## src/rtl/ascon_perm_arbiter.sv

```systemverilog
// ascon_perm_arbiter: round-robin share of one Ascon permutation core
// between the ENC and DEC engines, with a WAIT-phase watchdog.
module ascon_perm_arbiter #(
  parameter int W       = 320,
  parameter int RW      = 4,
  parameter int MAXR    = 12,
  parameter int TIMEOUT = 64
) (
  input  logic          clk,
  input  logic          rst,
  input  logic          enc_req,
  input  logic [RW-1:0] enc_rounds,
  input  logic [W-1:0]  enc_state,
  output logic          enc_gnt,
  output logic          enc_done,
  output logic          enc_err,
  input  logic          dec_req,
  input  logic [RW-1:0] dec_rounds,
  input  logic [W-1:0]  dec_state,
  output logic          dec_gnt,
  output logic          dec_done,
  output logic          dec_err,
  output logic [W-1:0]  res_state,
  output logic          perm_start,
  output logic [RW-1:0] perm_rounds,
  output logic [W-1:0]  perm_state_in,
  input  logic [W-1:0]  perm_state_out,
  input  logic          perm_ready,
  output logic          busy
);

  localparam int TW = (TIMEOUT > 2) ? $clog2(TIMEOUT) : 1;
  localparam logic [TW-1:0] TLAST = TW'(TIMEOUT - 1);
  localparam logic [RW-1:0] RMAX  = RW'(MAXR);

  typedef enum logic [1:0] {
    IDLE,
    ISSUE,
    WAIT,
    RESP
  } state_t;

  typedef enum logic {
    OWN_ENC = 1'b0,
    OWN_DEC = 1'b1
  } own_t;

  state_t        state;
  own_t          owner;
  own_t          last_owner;
  logic [TW-1:0] timer;

  logic          any_req;
  logic          pick_dec;
  logic [RW-1:0] sel_rounds;
  logic [W-1:0]  sel_state;
  logic          sel_bad;
  logic          own_dec;
  logic          tmo;

  // Arbitration: a lone requester wins, a tie goes to the one not served last.
  always_comb begin
    any_req    = enc_req | dec_req;
    pick_dec   = dec_req & (~enc_req | (last_owner == OWN_ENC));
    sel_rounds = pick_dec ? dec_rounds : enc_rounds;
    sel_state  = pick_dec ? dec_state : enc_state;
    sel_bad    = (sel_rounds == '0) || (sel_rounds > RMAX);
    own_dec    = (owner == OWN_DEC);
    tmo        = (timer == TLAST);
  end

  // Control FSM with all handshake outputs registered.
  always_ff @(posedge clk or posedge rst) begin
    if (rst) begin
      state         <= IDLE;
      owner         <= OWN_ENC;
      last_owner    <= OWN_DEC;
      timer         <= '0;
      enc_gnt       <= 1'b0;
      enc_done      <= 1'b0;
      enc_err       <= 1'b0;
      dec_gnt       <= 1'b0;
      dec_done      <= 1'b0;
      dec_err       <= 1'b0;
      perm_start    <= 1'b0;
      perm_rounds   <= '0;
      perm_state_in <= '0;
      res_state     <= '0;
      busy          <= 1'b0;
    end else begin
      enc_gnt    <= 1'b0;
      enc_done   <= 1'b0;
      enc_err    <= 1'b0;
      dec_gnt    <= 1'b0;
      dec_done   <= 1'b0;
      dec_err    <= 1'b0;
      perm_start <= 1'b0;
      unique case (state)
        IDLE: begin
          if (any_req) begin
            owner         <= own_t'(pick_dec);
            perm_rounds   <= sel_rounds;
            perm_state_in <= sel_state;
            busy          <= 1'b1;
            enc_gnt       <= ~pick_dec;
            dec_gnt       <= pick_dec;
            if (sel_bad) begin
              // Illegal round count: answer at once, core untouched.
              res_state <= sel_state;
              enc_done  <= ~pick_dec;
              enc_err   <= ~pick_dec;
              dec_done  <= pick_dec;
              dec_err   <= pick_dec;
              state     <= RESP;
            end else begin
              perm_start <= 1'b1;
              state      <= ISSUE;
            end
          end
        end
        ISSUE: begin
          timer <= '0;
          state <= WAIT;
        end
        WAIT: begin
          timer <= timer + 1'b1;
          if (perm_ready) begin
            res_state <= perm_state_out;
            enc_done  <= ~own_dec;
            dec_done  <= own_dec;
            state     <= RESP;
          end else if (tmo) begin
            // Watchdog: hand back the unpermuted state flagged as error.
            res_state <= perm_state_in;
            enc_done  <= ~own_dec;
            enc_err   <= ~own_dec;
            dec_done  <= own_dec;
            dec_err   <= own_dec;
            state     <= RESP;
          end
        end
        RESP: begin
          last_owner <= owner;
          busy       <= 1'b0;
          state      <= IDLE;
        end
        default: begin
          busy  <= 1'b0;
          state <= IDLE;
        end
      endcase
    end
  end

endmodule

```

## config.mk

```make
export PLATFORM = sky130hd
export DESIGN_NAME = ascon_perm_arbiter
export DESIGN_NICKNAME = d
export VERILOG_FILES = /design/src/rtl/ascon_perm_arbiter.sv
export SDC_FILE = /design/constraint.sdc
export NUM_CORES = 2
export LEC_CHECK = 0
export ABC_AREA = 0
export BUFFER_PORTS_ARGS = -buffer_cell sky130_fd_sc_hd__buf_2
export CORE_AREA = 2 2 633 635
export CTS_BUF_LIST = sky130_fd_sc_hd__clkbuf_16
export DETAILED_ROUTE_END_ITERATION = 12
export DIE_AREA = 0 0 635 637
export PLACE_DENSITY_LB_ADDON = 0.1
export REMOVE_ABC_BUFFERS = 1
export SLEW_MARGIN = 20
export SYNTH_ARGS = -nofsm -noshare
export SYNTH_HDL_FRONTEND = slang
export SYNTH_SLANG_ARGS = --single-unit
export TNS_END_PERCENT = 20
```

## constraint.sdc

```tcl
create_clock -name clk -period 35.3 [get_ports clk]
set_input_delay 1.765 -clock clk [delete_from_list [all_inputs] [get_ports clk]]
set_output_delay 1.765 -clock clk [all_outputs]
set_load 0.02 [all_outputs]
```

# Yosys cells after proc, flatten, opt, wreduce, memory -nomap -nowiden

Cells that the tools add are included.

Add/sub/neg operators: 1
Multiply operators: 0
Divide/modulo/power cells: 0
$lt $le $gt $ge: 1
Eq/ne operators: 7
Shift operators: 0
Muxes and demuxes: 36
Bitwise operators: 7
Reductions and logical operators: 10

Operators by type and width:

| operator              | number |
|---|---|
| $mux W320             | 5 |
| $pmux W320 S2         | 1 |
| $mux W1               | 18 |
| $pmux W6 S2           | 1 |
| $pmux W1 S2           | 5 |
| $mux W2               | 4 |
| $pmux W2 S4           | 1 |
| $add A6 B1 Y6 const B | 1 |
| $eq A6 B6 Y1 const B  | 1 |
| $reduce_and A2 Y1     | 3 |
| $reduce_bool A2 Y1    | 3 |
| $eq A2 B2 Y1 const B  | 2 |
| $gt A4 B4 Y1 const B  | 1 |
| $logic_not A4 Y1      | 1 |
| $mux W4               | 1 |
| $ne A2 B2 Y1 const B  | 2 |
| $not A1 Y1            | 4 |
| $reduce_and A4 Y1     | 1 |
| $ne A3 B3 Y1 const B  | 1 |
| $eq A2 B1 Y1 const B  | 1 |
| $logic_not A2 Y1      | 1 |
| $or A1 B1 Y1          | 2 |
| $and A1 B1 Y1         | 1 |
| $logic_or A1 B1 Y1    | 1 |

Flip-flop bits (word level): 662
Bits in latches: 0
Bits in writable memories: 0
Memory bits (read-only): 0
Input bits: 973
Output and inout bits: 652
Logic and storage cells: 77
Memories kept: 0

# Logic depth before layout (Yosys ltp)

Depth in word-level cells: 9
Depth in mapped cells: 10

# Least setup slack after synthesis

Ideal clock, no wire load.

Path kind: input to register
Start: in enc_rounds[0]
End: reg res_state[0]
Arrival time: 3.608 ns
Data required time: 35.173 ns
Path slack: 31.564 ns
Stages: 7
Path through: or4_1 > nand2_1 > o22ai_1 > a2111oi_4 > buf_4 > buf_6 > mux2_1

Longest elaborated chain between the ends: 5
Elaborated cells between the ends (all ways): 6

RTL lines:

| element                                                 | line | RTL |
|---|---|---|
| start, declared                                         | 12   | `input logic [RW-1:0] enc_rounds,` |
| $mux W4 *                                               | 65   | `sel_rounds = pick_dec ? dec_rounds : enc_rounds;` |
| $gt A4 B4 Y1 / $logic_not A4 Y1 (equally long branches) | 67   | `sel_bad = (sel_rounds == '0) \|\| (sel_rounds > RMAX);` |
| $logic_or A1 B1 Y1 *                                    | 67   |  |
| $ne A2 B2 Y1 (no source line) *                         | --   |  |
| $reduce_and A4 Y1 (no source line) *                    | --   |  |
| end signal, assigned                                    | 109  | `res_state <= sel_state;` |
| end signal, assigned                                    | 128  | `res_state <= perm_state_out;` |
| end signal, assigned                                    | 134  | `res_state <= perm_state_in;` |
| end, declared                                           | 23   | `output logic [W-1:0] res_state,` |

Every way passes the cells marked *; elsewhere a longest branch is shown, timed or not.
A chain may end at the register's enable or synchronous reset.

# Final worst setup path

Start: in dec_req
End: reg res_state[288]

Longest elaborated chain between the ends: 6
Elaborated cells between the ends (all ways): 13

RTL lines:

| element                                                 | line | RTL |
|---|---|---|
| start, declared                                         | 17   | `input logic dec_req,` |
| $and A1 B1 Y1                                           | 64   | `pick_dec = dec_req & (~enc_req \| (last_owner == OWN_ENC));` |
| $mux W4                                                 | 65   |  |
| $gt A4 B4 Y1 / $logic_not A4 Y1 (equally long branches) | 67   |  |
| $logic_or A1 B1 Y1                                      | 67   |  |
| $ne A2 B2 Y1 (no source line)                           | --   |  |
| $reduce_and A4 Y1 (no source line)                      | --   |  |

Parallel ways exist; a longest one is shown, timed or not. The select of a mux whose other input is x is not followed.

==> results.py <==
metrics = {
    "global_routing": {
        "first_global_vias": 32377,
        "grt_max_degree": 182,
        "grt_first_pass_wirelength_um": 328000,
        "antenna_found_initial": 96,
        "grt_use_total_pct": 11.9,
        "grt_overflow_total": 0,
    },
    "logic_synthesis": {
        "netlist-cell-type-count": 32,
        "synth_seq_cells": 662,
        "synth_common_cells": "661 x dfrtp_1, 335 x nand2_1, 335 x o21ai_0",
        "netlist_instances": 3276,
        "synth-async-reset-ratio_pct": 100,
        "synth_edf_count": 0,
        "synth_ff_type": "dfrtp_1",
        "ys_top_cells_by_area": "dfrtp_1 49%, mux2_1 9.9%, mux2i_1 9.5%",
        "syn-cell-area_sq_um": 34000,
        "syn_avg_cell_area_sq_um": 10.4,
        "synth_most_common_cell": "dfrtp_1",
        "synth.top_cell.area_share_pct": 48.6,
        "synth-seq-area-share_pct": 48.7,
        "yosysWarningCount": 0,
        "synth_area_leader_cell": "dfrtp_1",
    },
    "finish": {
        "nets": 5751,
        "synthToLayoutAreaGrowth_pct": 50.8,
        "drive_gt1_share_pct": 38.0,
    },
    "routing": {
        "route.detailed.drc": 0,
        "routed_via_density": 3.13,
        "wl_um": 250000,
        "ant_nets": 0,
        "num_vias": 31781,
        "first_pass_iters": 4,
        "routedWlPerCell_um": 24.6,
        "drt_iter0_drc": 1539,
    },
    "sta": {
        "fin_crit_ns": 6.01,
        "clock.fmax_mhz": 166,
        "max_slew.worst_pin.slew_ns": 1.08,
        "timing.final.crit_share_pct": 17.0,
        "fin_setup_tns_ns": 0,
        "setup_viol": 0,
        "rsz0062_at_grt": "no",
        "drv_slew": 0,
        "skew_ns": 0.0414,
        "worst_slew_margin_rel_pct": 28.0,
        "hold_slack_ns": 0.476,
        "hold_viol_final": 0,
    },
    "clocking": {
        "cts_sinks": 662,
        "ctsLongestPathBuffers": 4,
        "cts_setup_buffers": 0,
        "cts_resized": 0,
        "cts_buffers": 107,
        "clock-root-buffer": "clkbuf_16",
        "clkLatencyLatePin_ns": 0.83,
        "htree_levels": 3,
        "clk_pin_slew_ns": 0.05,
        "cts_tree": "yes",
        "cts_hold_buffers": 0,
    },
    "critical_path": {
        "cp-end-kind": "register",
        "required_ns": 35.98,
        "crit_arrival_ns": 6.70,
        "r2r_setup_slack_ns": 29.86,
        "crit_type": "in2reg",
        "path_max_fanout": 50,
        "startpoint_type": "primary input",
    },
    "job": {
        "maxCapViolations": 0,
    },
    "floorplan": {
        "dieHeight_um": 637,
        "coreArea_sq_um": 398000,
        "boundaryPins": 1625,
        "die_area_sq_um": 404000,
        "rows": 232,
        "start_util_pct": 8.55,
        "fp.dieW_um": 635,
    },
    "status": {
        "outcome": "finished clean",
    },
    "min_path": {
        "hold_path.class": "reg2reg",
    },
    "pwr": {
        "power.density_nw_per_um2": 101,
        "total_power_w": 0.00520,
        "ir_drop_mv": 0.0542,
        "leakagePower_nw": 23.0,
    },
    "placed_design": {
        "port_buffers": 1624,
        "gp_congestion": 0.820,
        "hpwl_um": 202000,
    },
}
logic make-up (layout without fill, tap and decap cells):
| group | count (synthesis) | count (layout) | synth area share [%] |
|---|---|---|---|
| xor+xnor | 1 | 1 | 0.0258 |
| compound gates | 988 | 988 | 17.0 |
| simple gates | 676 | 676 | 9.91 |
| fa+ha+maj | 4 | 4 | 0.147 |
| mux | 646 | 646 | 20.2 |
| buf+inv | 299 | 1885 | 4.01 |
| flops | 662 | 662 | 48.7 |
| other cells | 0 | 21 | 0 |
layer usage:
layer | wire length, um | share of wire (%) | GRT usage (%) | up-vias
met1 | 103000 | 41 | 14.4 | 15557
met4 | 4360 | 1.7 | 1.79 | 30
met2 | 123000 | 49 | 20.7 | 1084
li1 | - | - | - | 14847
met5 | 211 | 0.084 | 0 | -
met3 | 19300 | 7.7 | 3.93 | 263
placed cells by master, fill, tap and decap left out, types with 4 or more instances in the layout:
master,Yosys,routed
a211oi_1,320,320
a21oi_1,324,324
buf_12,0,7
buf_2,3,1623
buf_4,3,45
bufinv_16,0,6
clkbuf_16,0,107
clkinv_1,0,26
clkinv_2,0,17
clkinvlp_4,0,6
dfrtp_1,661,661
diode_2,0,21
ha_1,4,4
inv_1,11,38
mux2_1,300,300
mux2_2,22,22
mux2i_1,324,324
nand2_1,335,335
nand3_1,4,4
nor2_1,8,8
nor2b_1,322,322
o21ai_0,335,334
final timing paths:
path / from / to / depth (start not counted)
hold reg to reg: res_state[161]$_DFFE_PP0P_ / res_state[161]$_DFFE_PP0P_ / 1
min in group asynchronous: rst / res_state[263]$_DFFE_PP0P_ / 2
hold / removal: res_state[161]$_DFFE_PP0P_ / res_state[161]$_DFFE_PP0P_ / 1
setup reg to reg: last_owner$_DFFE_PP1P_ / res_state[288]$_DFFE_PP0P_ / 9
setup / recovery: dec_req / res_state[288]$_DFFE_PP0P_ / 10
max in group asynchronous: rst / res_state[54]$_DFFE_PP0P_ / 7
stage by stage:
stage          area, sq um  setup slack (ns)  utilization (%)  std cells
2_1_floorplan        32700              2.00                -       2988
3_3_place_gp         47900             28.49             12.0       9929
3_5_place_dp         47900             28.43             12.0       9929
4_1_cts              51200             29.38             12.9      10126
5_1_grt              51200             29.09             12.9      10129
6_report             51300             29.29             12.9      10148
critical path, stage by stage:
cell and delay (ns):
buf_2 0.14, a21bo_4 0.44, buf_4 0.44, buf_4 0.65, buf_4 0.76, buf_4 0.62
buf_4 0.75, mux2i_1 0.33, a21oi_1 0.12, mux2_1 0.34
registers in the layout (all words and copies together), names as in the netlist, 2 cells and up:
register,cells
perm_rounds,4
state,2
res_state,320
timer,6
perm_state_in,320
power breakdown:
part / internal [W] / switching (W)
clock network: 0.000592 / 0.000451
registers: 0.00115 / 0.000276
logic: 0.000850 / 0.00188
total: 0.00259 / 0.00261
final cells by class:
type / count / area (sq um)
fill: 45596 / 347000
sequential: 662 / 16600
multi-input combinational: 2315 / 16100
timing repair buffer: 1677 / 8640
tap: 5265 / 6590
clock buffer: 107 / 2680
clock inverter: 90 / 607
inverter: 11 / 56.3
antenna: 21 / 52.6
No activity file was read; power rests on OpenSTA's default activity.
